<file path="src/rtl/imem_loader_pkg.sv">
// imem_loader_pkg: shared state encoding and default widths for the instruction-memory loader
package imem_loader_pkg;
  localparam int INSTR_W_DEF = 16;
  localparam int ADDR_W_DEF = 8;
  typedef enum logic [2:0] {
    IDLE  = 3'd0,
    LOAD  = 3'd1,
    FLUSH = 3'd2,
    RUN   = 3'd3,
    ERR   = 3'd4
  } state_t;
endpackage

</file>
<file path="src/rtl/imem_loader_if.sv">
// imem_loader_if: instruction stream in and instruction-memory write port out
interface imem_loader_if
  import imem_loader_pkg::*;
#(
  parameter int INSTR_W = INSTR_W_DEF,
  parameter int ADDR_W = ADDR_W_DEF
);
  logic in_valid;
  logic in_last;
  logic in_ready;
  logic [INSTR_W-1:0] in_data;
  logic mem_we;
  logic [ADDR_W-1:0] mem_addr;
  logic [INSTR_W-1:0] mem_wdata;
  modport master(
    output in_valid, in_data, in_last,
    input in_ready, mem_we, mem_addr, mem_wdata
  );
  modport slave(
    input in_valid, in_data, in_last,
    output in_ready, mem_we, mem_addr, mem_wdata
  );
endinterface

</file>
<file path="src/rtl/imem_loader.sv">
// imem_loader: streams instruction words into imem from address 0, holds the CPU until the last write lands
module imem_loader
  import imem_loader_pkg::*;
#(
  parameter int INSTR_W = INSTR_W_DEF,
  parameter int ADDR_W = ADDR_W_DEF
) (
  input logic clk,
  input logic rst_n,
  input logic load_start,
  input logic halt,
  imem_loader_if.slave bus,
  output logic cpu_run,
  output logic [ADDR_W:0] prog_len,
  output logic [INSTR_W-1:0] csum,
  output logic done,
  output logic err_overflow
);
  localparam logic [ADDR_W:0] TOP = {1'b0, {ADDR_W{1'b1}}};
  state_t state, next;
  logic hs, start;
  always_ff @(posedge clk or negedge rst_n)
    if (!rst_n) state <= IDLE;
    else state <= next;
  always_comb begin
    next = state;
    bus.in_ready = state == LOAD;
    cpu_run = state == RUN;
    err_overflow = state == ERR;
    hs = bus.in_valid & (state == LOAD);
    start = load_start & (state inside {IDLE, RUN, ERR});
    unique case (state)
      IDLE: next = load_start ? LOAD : IDLE;
      LOAD: next = !hs ? LOAD : bus.in_last ? FLUSH : prog_len == TOP ? ERR : LOAD;
      FLUSH: next = RUN;
      RUN: next = load_start ? LOAD : halt ? IDLE : RUN;
      ERR: next = load_start ? LOAD : ERR;
      default: next = IDLE;
    endcase
  end
  // write port is registered, so FLUSH exists to let the final write retire before cpu_run
  always_ff @(posedge clk or negedge rst_n)
    if (!rst_n) begin
      bus.mem_we <= 1'b0;
      bus.mem_addr <= '0;
      bus.mem_wdata <= '0;
      prog_len <= '0;
      csum <= '0;
      done <= 1'b0;
    end else begin
      done <= state == FLUSH;
      bus.mem_we <= hs;
      if (hs) begin
        bus.mem_addr <= prog_len[ADDR_W-1:0];
        bus.mem_wdata <= bus.in_data;
      end
      if (start) begin
        prog_len <= '0;
        csum <= '0;
      end else if (hs) begin
        prog_len <= prog_len + 1'b1;
        csum <= csum + bus.in_data;
      end
    end
endmodule

</file>
<file path="src/flat_wrapper.sv">
// flat-port wrapper written by rule: the top's interface ports become plain ports
module imem_loader_flat import imem_loader_pkg::*;
#(
  parameter int INSTR_W = INSTR_W_DEF,
  parameter int ADDR_W = ADDR_W_DEF
)
  (clk, rst_n, load_start, halt, cpu_run, prog_len, csum, done, err_overflow, bus_in_valid, bus_in_data, bus_in_last, bus_in_ready, bus_mem_we, bus_mem_addr, bus_mem_wdata);
  imem_loader_if #(.INSTR_W(INSTR_W), .ADDR_W(ADDR_W)) bus_i ();
  input logic clk;
  input logic rst_n;
  input logic load_start;
  input logic halt;
  output logic cpu_run;
  output logic [ADDR_W:0] prog_len;
  output logic [INSTR_W-1:0] csum;
  output logic done;
  output logic err_overflow;
  input wire logic [$bits(bus_i.in_valid)-1:0] bus_in_valid;
  input wire logic [$bits(bus_i.in_data)-1:0] bus_in_data;
  input wire logic [$bits(bus_i.in_last)-1:0] bus_in_last;
  output wire logic [$bits(bus_i.in_ready)-1:0] bus_in_ready;
  output wire logic [$bits(bus_i.mem_we)-1:0] bus_mem_we;
  output wire logic [$bits(bus_i.mem_addr)-1:0] bus_mem_addr;
  output wire logic [$bits(bus_i.mem_wdata)-1:0] bus_mem_wdata;
  assign bus_i.in_valid = bus_in_valid;
  assign bus_i.in_data = bus_in_data;
  assign bus_i.in_last = bus_in_last;
  assign bus_in_ready = bus_i.in_ready;
  assign bus_mem_we = bus_i.mem_we;
  assign bus_mem_addr = bus_i.mem_addr;
  assign bus_mem_wdata = bus_i.mem_wdata;
  imem_loader #(.INSTR_W(INSTR_W), .ADDR_W(ADDR_W)) u_core (.clk(clk), .rst_n(rst_n), .load_start(load_start), .halt(halt), .bus(bus_i), .cpu_run(cpu_run), .prog_len(prog_len), .csum(csum), .done(done), .err_overflow(err_overflow));
endmodule
</file>
<file path="config.mk">
export PLATFORM = sky130hd
export DESIGN_NAME = imem_loader_flat
export DESIGN_NICKNAME = d
export VERILOG_FILES = /design/src/rtl/imem_loader_pkg.sv /design/src/rtl/imem_loader_if.sv /design/src/rtl/imem_loader.sv /design/src/flat_wrapper.sv
export SDC_FILE = /design/constraint.sdc
export NUM_CORES = 1
export LEC_CHECK = 0
export BUFFER_PORTS_ARGS = -buffer_cell sky130_fd_sc_hd__buf_2
export CORE_MARGIN = 5
export CORE_UTILIZATION = 45
export DETAILED_ROUTE_END_ITERATION = 10
export PLACE_DENSITY_LB_ADDON = 0.25
export SETUP_SLACK_MARGIN = 0.15
export SYNTH_ARGS = -nofsm -noshare
export SYNTH_HDL_FRONTEND = slang
export SYNTH_SLANG_ARGS = --single-unit
</file>
<file path="constraint.sdc">
create_clock -name clk -period 2.5 [get_ports clk]
set_clock_uncertainty 0.15 [all_clocks]
set_input_delay 0.625 -clock clk [delete_from_list [all_inputs] [get_ports clk]]
set_output_delay 0.625 -clock clk [all_outputs]
set_load 0.02 [all_outputs]
</file>
# ---- After elaboration in Yosys (flattened, before gate mapping)
# Index checks and enable logic that the tools add are counted.
dict set report word_totals {
  regBits 54
  in_bits 22
  elab_cells 31
}
dict set report op_classes {
  n_addsub 2
  n_eq_ne 5
  muxes 12
  bitwise 2
  reduce_logical 3
}
# operator count
set ops {}
lappend ops {{16-bit two-way mux} 2}
lappend ops {{9-bit two-way mux} 2}
lappend ops {{16-bit adder} 1}
lappend ops {{3-bit two-way mux} 5}
lappend ops {{3-bit one-hot mux with 5 select lines} 1}
lappend ops {{9-bit by 1-bit adder with 9-bit output (second input constant)} 1}
lappend ops {{9-bit by 8-bit equality test with 1-bit output (second input constant)} 1}
lappend ops {{3-bit by 2-bit equality test with 1-bit output (second input constant)} 2}
lappend ops {{3-bit by 1-bit equality test with 1-bit output (second input constant)} 1}
lappend ops {{3-bit equality test (second input constant)} 1}
lappend ops {{3-bit logical NOT} 1}
lappend ops {{3-bit nonzero test} 1}
lappend ops {{1-bit AND} 2}
lappend ops {{2-bit two-way mux} 1}
lappend ops {{2-bit nonzero test} 1}
lappend ops {{1-bit two-way mux} 1}

# ---- Depth between registers and ports, before layout
# Gate-level depths: netlist (run 1).
dict set report logic_depth {
  depth_word 5
  ltp_mapped 9
  mapped_depth_nobuf 8
}

# ---- Worst setup path after synthesis (run 1)
# No wires, ideal clock.
dict set report synth_timing {
  path_kind {input port to flip-flop}
  start {input bus_in_data[0]}
  end {register u_core.csum[8]}
  setup_ns 0.123
  t_arrival_ns 2.163
  t_required_ns 2.227
  setup_slack_ns 0.064
  stages 8
  path_buffers 0
  path_cell_list {ha_1 -> fa_1 -> a21o_1 -> a21oi_2 -> o31ai_4 -> a21oi_1 -> mux2i_1 -> nand2_1}
}
dict set report synth_via {
  elab_chain_len 3
}
# element line_no
set synth_lines {}
lappend synth_lines {{start, declared} flat_wrapper.sv:19} ;# input wire logic [$bits(bus_i.in_data)-1:0] bus_in_data;
lappend synth_lines {{16-bit adder} imem_loader.sv:62} ;# csum <= csum + bus.in_data;
lappend synth_lines {{16-bit two-way mux} imem_loader.sv:60} ;# end else if (hs) begin
lappend synth_lines {{16-bit two-way mux} imem_loader.sv:57} ;# if (start) begin
lappend synth_lines {{end signal, assigned} imem_loader.sv:62}
lappend synth_lines {{end, declared} imem_loader.sv:15} ;# output logic [INSTR_W-1:0] csum,
# Every way passes these cells. The select of a mux whose other input is x is not followed.
# A chain may end at the register's enable or synchronous reset.

# ---- Final worst setup path (run 1)
# Ends and elaborated chain as after synthesis.

==> results of run 1 <==
-- layout by cell type (no fill, tap or decap), types with 2 or more instances in the layout --
| master | n |
|---|---|
| sky130_fd_sc_hd__nor2_1 | 16 |
| sky130_fd_sc_hd__or4_1 | 2 |
| sky130_fd_sc_hd__clkbuf_8 | 5 |
| sky130_fd_sc_hd__nand4_1 | 5 |
| sky130_fd_sc_hd__o21ai_1 | 7 |
| sky130_fd_sc_hd__inv_2 | 2 |
| sky130_fd_sc_hd__nor3b_1 | 6 |
| sky130_fd_sc_hd__a21oi_2 | 3 |
| sky130_fd_sc_hd__o21ai_0 | 12 |
| sky130_fd_sc_hd__a211o_1 | 2 |
| sky130_fd_sc_hd__nand3_1 | 12 |
| sky130_fd_sc_hd__a21oi_1 | 9 |
| sky130_fd_sc_hd__ha_1 | 17 |
| sky130_fd_sc_hd__nor2_2 | 2 |
| sky130_fd_sc_hd__buf_4 | 24 |
| sky130_fd_sc_hd__a211oi_2 | 2 |
| sky130_fd_sc_hd__xor2_1 | 6 |
| sky130_fd_sc_hd__dfrtp_1 | 54 |
| sky130_fd_sc_hd__buf_2 | 75 |
| sky130_fd_sc_hd__nand2_1 | 101 |
| sky130_fd_sc_hd__a21o_1 | 5 |
| sky130_fd_sc_hd__xnor2_1 | 9 |
| sky130_fd_sc_hd__or2_2 | 2 |
| sky130_fd_sc_hd__a211oi_1 | 3 |
| sky130_fd_sc_hd__inv_1 | 6 |
| sky130_fd_sc_hd__a221oi_1 | 2 |
| sky130_fd_sc_hd__o21a_1 | 7 |
| sky130_fd_sc_hd__mux2i_1 | 3 |
| sky130_fd_sc_hd__and3_1 | 3 |
-- power by group through the flow --
stage | registers [mW] | clock network (mW) | logic, mW
after floorplan | 1.73 | 0 | 1.31
after global placement | 1.41 | 0 | 2.42
after detailed placement | 1.42 | 0 | 2.45
after CTS | 1.40 | 0.520 | 2.46
after global routing | 1.45 | 0.566 | 2.71
final | 1.40 | 0.502 | 2.45
-- final cells by class --
| cell class | instances | area, µm² | share of cell area, % |
|---|---|---|---|
| tap | 80 | 100 | 2.66 |
| multi-input combinational | 262 | 1620 | 43.0 |
| inverter | 8 | 30.0 | 0.797 |
| clock buffer | 5 | 68.8 | 1.83 |
| sequential | 54 | 1350 | 35.9 |
| clock inverter | 3 | 21.3 | 0.564 |
| timing repair buffer | 100 | 576 | 15.3 |
-- critical path, delay by kind of cell --
kind,cells,cell delay [ns]
muxes,1,0.19
and+or+nand+nor,1,0.06
adders and majority gates,2,0.57
AOI/OAI and AO/OA,4,0.71
buffers and inverters,1,0.11
-- metrics by stage --
step	setup WS (ns)	area, µm²	TNS [ns]
5_1_grt	0.147	3770	0
4_1_cts	0.283	3760	0
3_5_place_dp	-0.0421	3670	-0.107
3_3_place_gp	0.0170	3670	0
2_1_floorplan	0.158	3070	0
6_report	0.267	3770	0
-- flip-flops by register name, summed over array words and instances (netlist names) --
register / flops
u_core.bus.mem_wdata: 16
u_core.csum: 16
u_core.prog_len: 9
u_core.bus.mem_addr: 8
u_core.state: 3
u_core.bus.mem_we: 1
u_core.done: 1
-- layer usage --
layer  wire [µm]  GRT usage (%)
met3         416           3.49
met2        3600           31.2
met1        3390           24.1
met5           0              0
met4          44           3.22
-- logic make-up (layout without fill, tap and decap cells) --
| family | count (synthesis) | after routing | share of synthesized area [%] |
|---|---|---|---|
| buffers and inverters | 23 | 116 | 3.43 |
| adder cells (fa/ha/maj) | 18 | 18 | 7.59 |
| flip-flops | 54 | 54 | 44.1 |
| multiplexers | 3 | 3 | 0.980 |
| AND/OR/NAND/NOR | 160 | 160 | 24.1 |
| XOR/XNOR | 15 | 15 | 4.29 |
| AO/OA/AOI/OAI | 66 | 66 | 15.5 |
-- final timing paths --
check                                                          from                                   to  slack (ns)  cells after the start
worst max-delay path                                 bus_in_data[0]           u_core.csum[8]$_DFFE_PN0P_        0.27                      9
worst min-delay path                                          rst_n          u_core.bus.mem_we$_DFF_PN0_        0.13                      1
worst max register to register           u_core.csum[0]$_DFFE_PN0P_          u_core.csum[14]$_DFFE_PN0P_        0.28                      8
worst min register to register  u_core.bus.mem_wdata[1]$_DFFE_PN0P_  u_core.bus.mem_wdata[1]$_DFFE_PN0P_        0.32                      2
max in group asynchronous                                     rst_n  u_core.bus.mem_wdata[7]$_DFFE_PN0P_        1.52                      2
min in group clk                u_core.bus.mem_wdata[1]$_DFFE_PN0P_  u_core.bus.mem_wdata[1]$_DFFE_PN0P_        0.32                      2
==> summary.md, run 1 <==
| Metric | Value |
|---|---|
| Run status | `complete, no violations` |
| Initial detailed-routing violation count | `104` |
| Fraction of layout cells with a size suffix above 1 | `29.6%` |
| Number of flops mapped to enable cells by yosys | `0` |
| Top cell type's share of synthesized area | `44.1%` |
| Power share of the combinational group | `56.3%` |
| Number of I/O pins | `76` |
| Final critical-path required period | `2.23 ns` |
| Total global routing overflow | `0` |
| Total vias in the final route | `2724` |
| WP data required | `2.55 ns` |
| Vias in the first global route | `2726` |
| Sum of internal, switching and leakage power | `4.35 mW` |
| Final WL | `7460 µm` |
| Internal power of the cells | `2.35 mW` |
| Dominant register cell in the synthesized netlist | `sky130_fd_sc_hd__dfrtp_1` |
| Synth async-reset ratio | `100%` |
| Power density over the cells | `1160 nW/µm²` |
| RD Place Congestion | `0.917` |
| Worst hold slack | `0.128 ns` |
| Hold Path Class | `primary input to async pin` |
| Global-route wire length before repair | `12800 µm` |
| Height of the die | `92.5 µm` |
| Worst setup path class | `primary input to register` |
| Filler Cells Inserted | `629` |
| CTS hold repair buffers | `0` |
| Setup repair after global routing missed its margin | `no` |
| Critical path capture point type | `register` |
| Pins over their slew limit | `0` |
| Cell taking the most area after synthesis | `sky130_fd_sc_hd__dfrtp_1` |
| Antenna Cells | `0` |
| Top fanout value on the critical path | `3` |
| Share of total power in sequential cells | `32.2%` |
| Detailed placement HPWL | `5650 µm` |
| Iteration count of the initial detailed-routing pass | `5` |
| Sinks on the clock net | `54` |
| Post-Place Cells | `504` |
| Clock tree from TritonCTS | `built` |
| Count of distinct cell types in the synthesized netlist | `56` |
| Clock share of power | `11.5%` |
| Final hold violations | `0` |
| Worst stage delay on the critical path | `0.35 ns` |
| Area enclosed by the die boundary | `8560 µm²` |
| Transition time at the pin with the least slew margin | `0.808 ns` |
| Deepest clock path buffer count | `2` |
| Worst-skew pair later-pin latency | `0.31 ns` |
| Commonest cells in the netlist | `101 x sky130_fd_sc_hd__nand2_1, 54 x sky130_fd_sc_hd__dfrtp_1, 17 x sky130_fd_sc_hd__ha_1` |
| Antenna-violating nets left | `0` |
| Maximum number of pins on one net before global-route repair | `35` |
| CP dominant cell by count | `sky130_fd_sc_hd__a21oi_2` |
| Count of placed standard cells in the final layout, fillers left out | `512` |
| Starting Density | `45.6%` |
| Switching component of the power | `2.00 mW` |
| Syn_area_per_cell | `9.04 µm²` |
| Leading cell types by total area after synthesis | `sky130_fd_sc_hd__dfrtp_1 44%, sky130_fd_sc_hd__nand2_1 12%, sky130_fd_sc_hd__ha_1 6.9%` |
| Launching element type of the critical path | `primary input` |
| Die W | `92.5 µm` |
| Rel. slew slack | `45.7%` |
| Cell-by-cell listing of the critical path | `buf_2, ha_1, fa_2, a21o_1, a21oi_2, o31ai_4, a21oi_2, mux2i_1, nand2_1` |
| Total routing usage reported by global routing | `18.2%` |
| Peak Freq | `448 MHz` |
| Final critical-path share of the clock period | `89.3%` |
| Remaining design rule violation count | `0` |
| Area added between synthesis and finish | `22.9%` |
| Resized cells post-CTS | `0` |
| Post-Syn Area | `3070 µm²` |
| Post-DR wirelength/cell | `14.6 µm` |
| Switching power share of the total | `46.0%` |
| Site row count | `30` |
| Depth of the CTS H-tree | `2` |
| Number of endpoints failing setup at the final stage | `0` |
| Buffer type at the clock tree root | `sky130_fd_sc_hd__clkbuf_8` |
| Crit path DAT | `2.28 ns` |
| Worst IR Drop VDD | `0.486 mV` |
| Yosys warns | `0` |
| Clock-pin slew on the worst setup and hold paths | `0.10 ns` |
| Final nets | `471` |
| Core Util, Final | `56.1%` |
| Crit-path slowest cell | `sky130_fd_sc_hd__fa_2` |
| Total setup buffers inserted after CTS | `0` |
| Number of synthesized register bits | `54` |
| Core Footprint | `6720 µm²` |
| Part of the Yosys area used for sequential elements | `44.1%` |
| Number of antenna violations at the first check in global routing | `0` |
| Avg Vias per Cell | `5.32` |
| Static Leak | `1.99 nW` |
| Post-synth net total | `379` |
| Leading cell type by number of instances after synthesis | `sky130_fd_sc_hd__nand2_1` |
| Number of standard cells after synthesis | `339` |
| Number of max-capacitance violations reported | `0` |
| IO buf count | `75` |
| TritonCTS Buffers | `5` |
No activity file was read; power rests on OpenSTA's default activity.
==> run 2: changes to the inputs <==
--- a/config.mk
+++ b/config.mk
@@ -5,6 +5,7 @@
 export SDC_FILE = /design/constraint.sdc
 export NUM_CORES = 1
 export LEC_CHECK = 0
+export ABC_AREA = 1
 export BUFFER_PORTS_ARGS = -buffer_cell sky130_fd_sc_hd__buf_2
 export CORE_MARGIN = 5
 export CORE_UTILIZATION = 45
@@ -14,3 +15,4 @@
 export SYNTH_ARGS = -nofsm -noshare
 export SYNTH_HDL_FRONTEND = slang
 export SYNTH_SLANG_ARGS = --single-unit
+export TNS_END_PERCENT = 20
==> run 2 against run 1 <==
  * First-iteration DRC count grew 38%
  * Area after synthesis is 0.69% higher
  * Die area is 0.62% higher
  * Critical path depth is 1 lower
  * Sequential power hardly changed
  * Clock power is 24% higher
  * Fmax increased by 6.1%
  * Worst hold slack lost 0.077 ns
  * Power is 2.0% lower
  * Non-clock buffer count shrank 21
  * Synthesized cell count up 23%
  * Clock-buffer cell count unchanged
  * Largest cell class unchanged
==> summary.md, run 2 <==
| Metric | Value |
|---|---|
| Run status | `complete, no violations` |
| Top routing layer used | `met4` |
| Total global routing overflow | `0` |
| Starting Density | `45.9%` |
| Pins over their slew limit | `0` |
| Site row count | `30` |
| Initial detailed-routing violation count | `143` |
| Routed length on met1 | `3630 µm` |
| Count of placed standard cells in the final layout, fillers left out | `575` |
| Post-synth net total | `456` |
| Sinks on the clock net | `54` |
| Final critical-path required period | `2.10 ns` |
| Depth of the most critical reg-to-reg path | `8` |
| Syn_area_per_cell | `7.42 µm²` |
| Top cell type's share of synthesized area | `43.8%` |
| TritonCTS Buffers | `5` |
| Height of the die | `92.8 µm` |
| Number of standard cells after synthesis | `416` |
| Number of antenna violations at the first check in global routing | `0` |
| Worst reg2reg path endpoint | `u_core.state[0]$_DFF_PN0_` |
| Depth of the CTS H-tree | `2` |
| Top fanout value on the critical path | `5` |
| Synth async-reset ratio | `100%` |
| Critical path startpoint | `u_core.prog_len[0]$_DFFE_PN0P_` |
| Leading cell types by total area after synthesis | `sky130_fd_sc_hd__dfrtp_1 44%, sky130_fd_sc_hd__nand2_1 22%, sky130_fd_sc_hd__ha_1 6.9%` |
| Clock tree from TritonCTS | `built` |
| Part of the Yosys area used for sequential elements | `43.8%` |
| Post-Syn Area | `3090 µm²` |
| Fin worst setup slack | `0.396 ns` |
| Peak Freq | `475 MHz` |
| Static Leak | `2.20 nW` |
| Number of endpoints failing setup at the final stage | `0` |
| Setup TNS | `0 ns` |
| Commonest cells in the netlist | `181 x sky130_fd_sc_hd__nand2_1, 54 x sky130_fd_sc_hd__dfrtp_1, 49 x sky130_fd_sc_hd__inv_1` |
| Transition time at the pin with the least slew margin | `0.666 ns` |
| Detailed placement HPWL | `5670 µm` |
| Final nets | `534` |
| Antenna-violating nets left | `0` |
| Critical path capture point type | `register` |
| Leading cell type by number of instances after synthesis | `sky130_fd_sc_hd__nand2_1` |
| Fraction of layout cells with a size suffix above 1 | `20.8%` |
| Total vias in the final route | `2795` |
| Area added between synthesis and finish | `18.6%` |
| Largest registers | `u_core.bus.mem_wdata (16), u_core.csum (16), u_core.prog_len (9)` |
| Resized cells post-CTS | `0` |
| Number of max-capacitance violations reported | `0` |
| Post-Place Cells | `567` |
| Yosys warns | `0` |
| Crit path DAT | `2.13 ns` |
| Total routing usage reported by global routing | `18.8%` |
| Hold Path Class | `primary input to async pin` |
| Core Footprint | `6720 µm²` |
| Leading cell types in the layout, fill and taps excluded | `181 x sky130_fd_sc_hd__nand2_1, 75 x sky130_fd_sc_hd__buf_2, 54 x sky130_fd_sc_hd__dfrtp_1` |
| FF-to-FF setup slack | `0.40 ns` |
| Leading cell type in the layout, fill and taps excluded | `sky130_fd_sc_hd__nand2_1` |
| Number of synthesized register bits | `54` |
| R2r startpoint | `u_core.prog_len[0]$_DFFE_PN0P_` |
| Vias in the first global route | `2773` |
| Avg Vias per Cell | `4.86` |
| Maximum number of pins on one net before global-route repair | `38` |
| Metal2 WL | `3540 µm` |
| Number of I/O pins | `76` |
| Die W | `92.8 µm` |
| Worst setup path class | `register to register` |
| Buffer type at the clock tree root | `sky130_fd_sc_hd__clkbuf_8` |
| Post-DR wirelength/cell | `13.2 µm` |
| Setup repair after global routing missed its margin | `no` |
| Number of flops mapped to enable cells by yosys | `0` |
| RD Place Congestion | `0.854` |
| Detail Route met3 WL | `342 µm` |
| Final critical-path share of the clock period | `84.2%` |
| Global-route wire length before repair | `13100 µm` |
| Remaining design rule violation count | `0` |
| Final hold violations | `0` |
| Worst IR Drop VDD | `0.485 mV` |
| Total setup buffers inserted after CTS | `0` |
| Count of distinct cell types in the synthesized netlist | `33` |
| Filler Cells Inserted | `668` |
| Launching element type of the critical path | `register` |
| Area enclosed by the die boundary | `8620 µm²` |
| Power density over the cells | `1170 nW/µm²` |
| Antenna Cells | `0` |
| Iteration count of the initial detailed-routing pass | `8` |
| Rel. slew slack | `55.5%` |
| Place WS | `0.0961 ns` |
| Dominant register cell in the synthesized netlist | `sky130_fd_sc_hd__dfrtp_1` |
| Deepest clock path buffer count | `2` |
| IO buf count | `75` |
| Final WL | `7590 µm` |
| Worst-skew pair later-pin latency | `0.31 ns` |
| CTS hold repair buffers | `0` |
| Clock-pin slew on the worst setup and hold paths | `0.11 ns` |
| WP data required | `2.53 ns` |
| Cell taking the most area after synthesis | `sky130_fd_sc_hd__dfrtp_1` |
run 2: cell types whose count changed after synthesis, moves of 4 or more:
| cell | delta |
|---|---|
| sky130_fd_sc_hd__nand2_1 | +80 |
| sky130_fd_sc_hd__inv_1 | +43 |
| sky130_fd_sc_hd__nand3_1 | +9 |
| sky130_fd_sc_hd__o21a_1 | -7 |
| sky130_fd_sc_hd__xnor2_1 | -7 |
| sky130_fd_sc_hd__nor3b_1 | -6 |
| sky130_fd_sc_hd__a21o_1 | -5 |
| sky130_fd_sc_hd__clkbuf_1 | -5 |
| sky130_fd_sc_hd__nor2_1 | +5 |
| sky130_fd_sc_hd__a21oi_1 | +4 |
| sky130_fd_sc_hd__nand2_2 | +4 |
| sky130_fd_sc_hd__xor2_1 | -4 |
run 2: power breakdown:
group          internal [mW]  leakage (nW)  total, mW  switching [mW]
registers               1.17         0.702       1.37           0.200
clock network          0.306        0.0563      0.623           0.318
logic                  0.744          1.44       2.27            1.53
total                   2.22          2.20       4.27            2.05
run 2: cells by family after synthesis:
kind of cell | Yosys count | share of synthesized area (%)
simple gates | 246 | 33.3
buf+inv | 60 | 7.90
flops | 54 | 43.8
compound gates | 34 | 6.32
fa+ha+maj | 18 | 7.54
xor+xnor | 4 | 1.14
run 2: worst max-delay path by stage:
| stage | end | slack (ns) | depth (start not counted) |
|---|---|---|---|
| 2_1_floorplan | u_core.csum[8]$_DFFE_PN0P_ | 0.41 | 10 |
| 3_3_place_gp | u_core.csum[8]$_DFFE_PN0P_ | 0.19 | 11 |
| 3_5_place_dp | u_core.csum[8]$_DFFE_PN0P_ | 0.1 | 11 |
| 4_1_cts | u_core.state[0]$_DFF_PN0_ | 0.42 | 8 |
| 5_1_grt | u_core.state[0]$_DFF_PN0_ | 0.25 | 8 |
| 6_report | u_core.state[0]$_DFF_PN0_ | 0.40 | 8 |
run 2: cell type report:
| cell class | count | area (µm²) | share of cell area (%) |
|---|---|---|---|
| clock buffers | 5 | 68.8 | 1.88 |
| clock inverters | 3 | 48.8 | 1.33 |
| inverters | 52 | 195 | 5.33 |
| multi-input cells | 302 | 1490 | 40.7 |
| flip-flops and latches | 54 | 1350 | 36.9 |
| well taps | 80 | 100 | 2.73 |
| repair buffers | 79 | 405 | 11.1 |
run 2: worst max-delay path: stages (launching register included):
cell,delay [ns]
sky130_fd_sc_hd__dfrtp_1,0.43
sky130_fd_sc_hd__ha_1,0.19
sky130_fd_sc_hd__inv_1,0.08
sky130_fd_sc_hd__nor4_1,0.50
sky130_fd_sc_hd__and3_1,0.24
sky130_fd_sc_hd__ha_1,0.16
sky130_fd_sc_hd__o21ai_0,0.07
sky130_fd_sc_hd__nand2_1,0.07
sky130_fd_sc_hd__nand4_1,0.08
run 2: metrics by stage:
stage	power [mW]	instance area (µm²)	hold WS (ns)	util, %
global placement	3.61	3540	0.299	52.7
global route	4.67	3660	0.0767	54.5
floorplan	3.00	3090	0.179	-
finish	4.27	3660	0.0508	54.5
CTS	4.30	3660	0.0564	54.5
detailed placement	3.67	3540	0.303	52.7
run 2: routing by layer:
metal | global-route usage (%) | up-vias
li1 | - | 1446
met1 | 25.4 | 1276
met2 | 31.4 | 66
met3 | 3.09 | 7
met4 | 4.52 | 0
met5 | 0 | -
==> run 3: changes to the inputs <==
==> constraint.sdc (replaced) <==
create_clock -name clk -period 1.8 [get_ports clk]
set_clock_uncertainty 0.15 [all_clocks]
set_input_delay 0.45 -clock clk [delete_from_list [all_inputs] [get_ports clk]]
set_output_delay 0.45 -clock clk [all_outputs]
set_load 0.02 [all_outputs]
==> run 3 against run 2 <==
  * Sequential power up 43%
  * Clock-buffer cell count unchanged
  * The run now ends with setup timing left
  * Critical path depth up 2
  * Highest routed layer unchanged
==> summary.md, run 3 (synthesis results as in run 2) <==
| Metric | Value |
|---|---|
| Top fanout value on the critical path | `3` |
| Total vias in the final route | `3093` |
| Area enclosed by the die boundary | `8620 µm²` |
| Deepest clock path buffer count | `2` |
| Reg area | `1360 µm²` |
| Antenna-violating nets left | `0` |
| Worst IR Drop VDD | `0.907 mV` |
| WP data required | `1.93 ns` |
| Launching element type of the critical path | `register` |
| Site row count | `30` |
| Area added between synthesis and finish | `48.1%` |
| Total routing usage reported by global routing | `20.7%` |
| Hold Path Class | `primary input to register` |
| Largest registers | `u_core.bus.mem_wdata (16), u_core.csum (16), u_core.prog_len (9)` |
| R2r startpoint | `u_core.csum[0]$_DFFE_PN0P_` |
| Final WL | `9090 µm` |
| RD Place Congestion | `0.871` |
| Iteration count of the initial detailed-routing pass | `4` |
| Number of antenna violations at the first check in global routing | `0` |
| Largest delay contributor family on the critical path | `simple AND/OR/NAND/NOR gates` |
| Clock tree from TritonCTS | `built` |
| Vias in the first global route | `3067` |
| Final nets | `575` |
| Fraction of layout cells with a size suffix above 1 | `40.7%` |
| Startpoint of the most critical hold path | `bus_in_data[13]` |
| Number of I/O pins | `76` |
| Starting Density | `45.9%` |
| Die W | `92.8 µm` |
| Sum of internal, switching and leakage power | `7.55 mW` |
| Leading cell types in the layout, fill and taps excluded | `154 x sky130_fd_sc_hd__nand2_1, 60 x sky130_fd_sc_hd__buf_2, 48 x sky130_fd_sc_hd__dfrtp_1` |
| Number of endpoints failing setup at the final stage | `5` |
| Pins over their slew limit | `0` |
| Sinks on the clock net | `54` |
| Fin worst setup slack | `-0.0701 ns` |
| Core Footprint | `6720 µm²` |
| Power density over the cells | `1650 nW/µm²` |
| Setup repair after global routing missed its margin | `yes` |
| Transition time at the pin with the least slew margin | `0.305 ns` |
| Total global routing overflow | `0` |
| Cell-by-cell listing of the critical path | `ha_4, fa_2, nand2_1, nand2_1, and2_4, nand3_2, nand3_2, nand2_1, nand3_1, nand2_1` |
| TritonCTS Buffers | `5` |
| Worst hold slack | `0.198 ns` |
| Buffer type at the clock tree root | `sky130_fd_sc_hd__clkbuf_8` |
| Crit path DAT | `2.00 ns` |
| Worst path depth | `10` |
| Global-route wire length before repair | `14500 µm` |
| Final critical-path required period | `1.87 ns` |
| Depth of the CTS H-tree | `2` |
| Number of max-capacitance violations reported | `0` |
| Buffers & Inverters on Critical Path | `0` |
| IO buf count | `75` |
| Worst hold stages | `3` |
| Critical path startpoint | `u_core.csum[0]$_DFFE_PN0P_` |
| Violated checks | `setup timing` |
| Crit-path slowest cell | `sky130_fd_sc_hd__dfrtp_2` |
| Filler Cells Inserted | `539` |
| Depth of the most critical reg-to-reg path | `10` |
| Post-DR wirelength/cell | `14.8 µm` |
| Static Leak | `2.50 nW` |
| Final hold violations | `0` |
| Remaining design rule violation count | `0` |
| Worst stage delay on the critical path | `0.44 ns` |
| Critical path capture point type | `register` |
| Leading cell type in the layout, fill and taps excluded | `sky130_fd_sc_hd__nand2_1` |
| Detailed placement HPWL | `6150 µm` |
| Run status | `finished with violations` |
| CP dominant cell by count | `sky130_fd_sc_hd__nand2_1` |
| Peak Freq | `535 MHz` |
| Antenna Cells | `0` |
| Worst-skew pair later-pin latency | `0.33 ns` |
| Final critical-path share of the clock period | `104%` |
| Worst setup path class | `register to register` |
| Maximum number of pins on one net before global-route repair | `45` |
| Rel. slew slack | `79.6%` |
| Avg Vias per Cell | `5.02` |
| Height of the die | `92.8 µm` |
| Multi-input logic area | `1850 µm²` |
| Initial detailed-routing violation count | `182` |
| Clock-pin slew on the worst setup and hold paths | `0.12 ns` |
==> run 3: cell types whose count changed in the layout (fill, tap and decap cells not counted), moves of 9 or more <==
cell                      before  now
sky130_fd_sc_hd__ha_1         17    3
sky130_fd_sc_hd__buf_6         0   28
sky130_fd_sc_hd__buf_4         4   24
sky130_fd_sc_hd__buf_2        75   60
sky130_fd_sc_hd__nand2_1     181  154
sky130_fd_sc_hd__ha_4          0   13
sky130_fd_sc_hd__nand2_2       5   30
sky130_fd_sc_hd__inv_1        49   40
==> run 3: final timing paths <==
check	end	slack [ns]
worst max-delay path	u_core.csum[12]$_DFFE_PN0P_	-0.07
max in group asynchronous	u_core.state[2]$_DFF_PN0_	0.58
worst min-delay path	u_core.bus.mem_wdata[13]$_DFFE_PN0P_	0.20
worst max register to register	u_core.csum[12]$_DFFE_PN0P_	-0.07
min in group asynchronous	u_core.csum[7]$_DFFE_PN0P_	0.37
worst min register to register	u_core.bus.mem_wdata[0]$_DFFE_PN0P_	0.32
==> run 3: area by class of cell <==
| type | instances | share of cell area, % |
|---|---|---|
| repair buffers | 120 | 20.6 |
| multi-input cells | 302 | 40.5 |
| clock inverters | 3 | 1.07 |
| inverters | 52 | 4.43 |
| clock buffers | 5 | 1.51 |
| flip-flops and latches | 54 | 29.7 |
| well taps | 80 | 2.19 |
==> run 3: metal layers <==
metal	share of wire (%)	routed length (µm)	global-route usage, %	vias to the layer above
met5	0	0	0	-
met4	1.4	123	6.11	0
met2	50	4520	34.5	92
li1	-	-	-	1540
met1	44	3960	27.5	1447
met3	5.4	487	3.74	14
==> run 3: worst min-delay path, cell delays in order <==
cell and delay, ns:
sky130_fd_sc_hd__buf_2 0.09, sky130_fd_sc_hd__nand2_1 0.05, sky130_fd_sc_hd__nand2_1 0.05
==> run 3: repair_timing <==
item / 4_1_cts / 5_1_grt
gates resized for setup: 34 / 107
cloned: 0 / 0
hold buffers: 1 / 0
endpoints found under the setup margin: 18 / 63
pin swaps: 7 / 22
hold endpoints to repair: 10 / 0
buffers inserted: 5 / 7
==> run 3: power by group <==
| group | total [mW] | switching (mW) | internal (mW) |
|---|---|---|---|
| combinational | 4.70 | 2.61 | 2.08 |
| sequential | 1.96 | 0.331 | 1.63 |
| clock | 0.887 | 0.462 | 0.425 |
==> run 3: metrics by stage <==
stage | instance area (µm²) | instances | setup slack [ns] | setup TNS, ns | utilization, %
after floorplan | 3110 | 416 | 0.00998 | 0 | -
after global placement | 3810 | 595 | -0.176 | -1.47 | 56.6
after detailed placement | 3810 | 595 | -0.257 | -1.72 | 56.6
after CTS | 4160 | 609 | -0.0290 | -0.0820 | 61.9
after global routing | 4570 | 616 | -0.135 | -0.887 | 68.0
final | 4570 | 616 | -0.0701 | -0.224 | 68.0
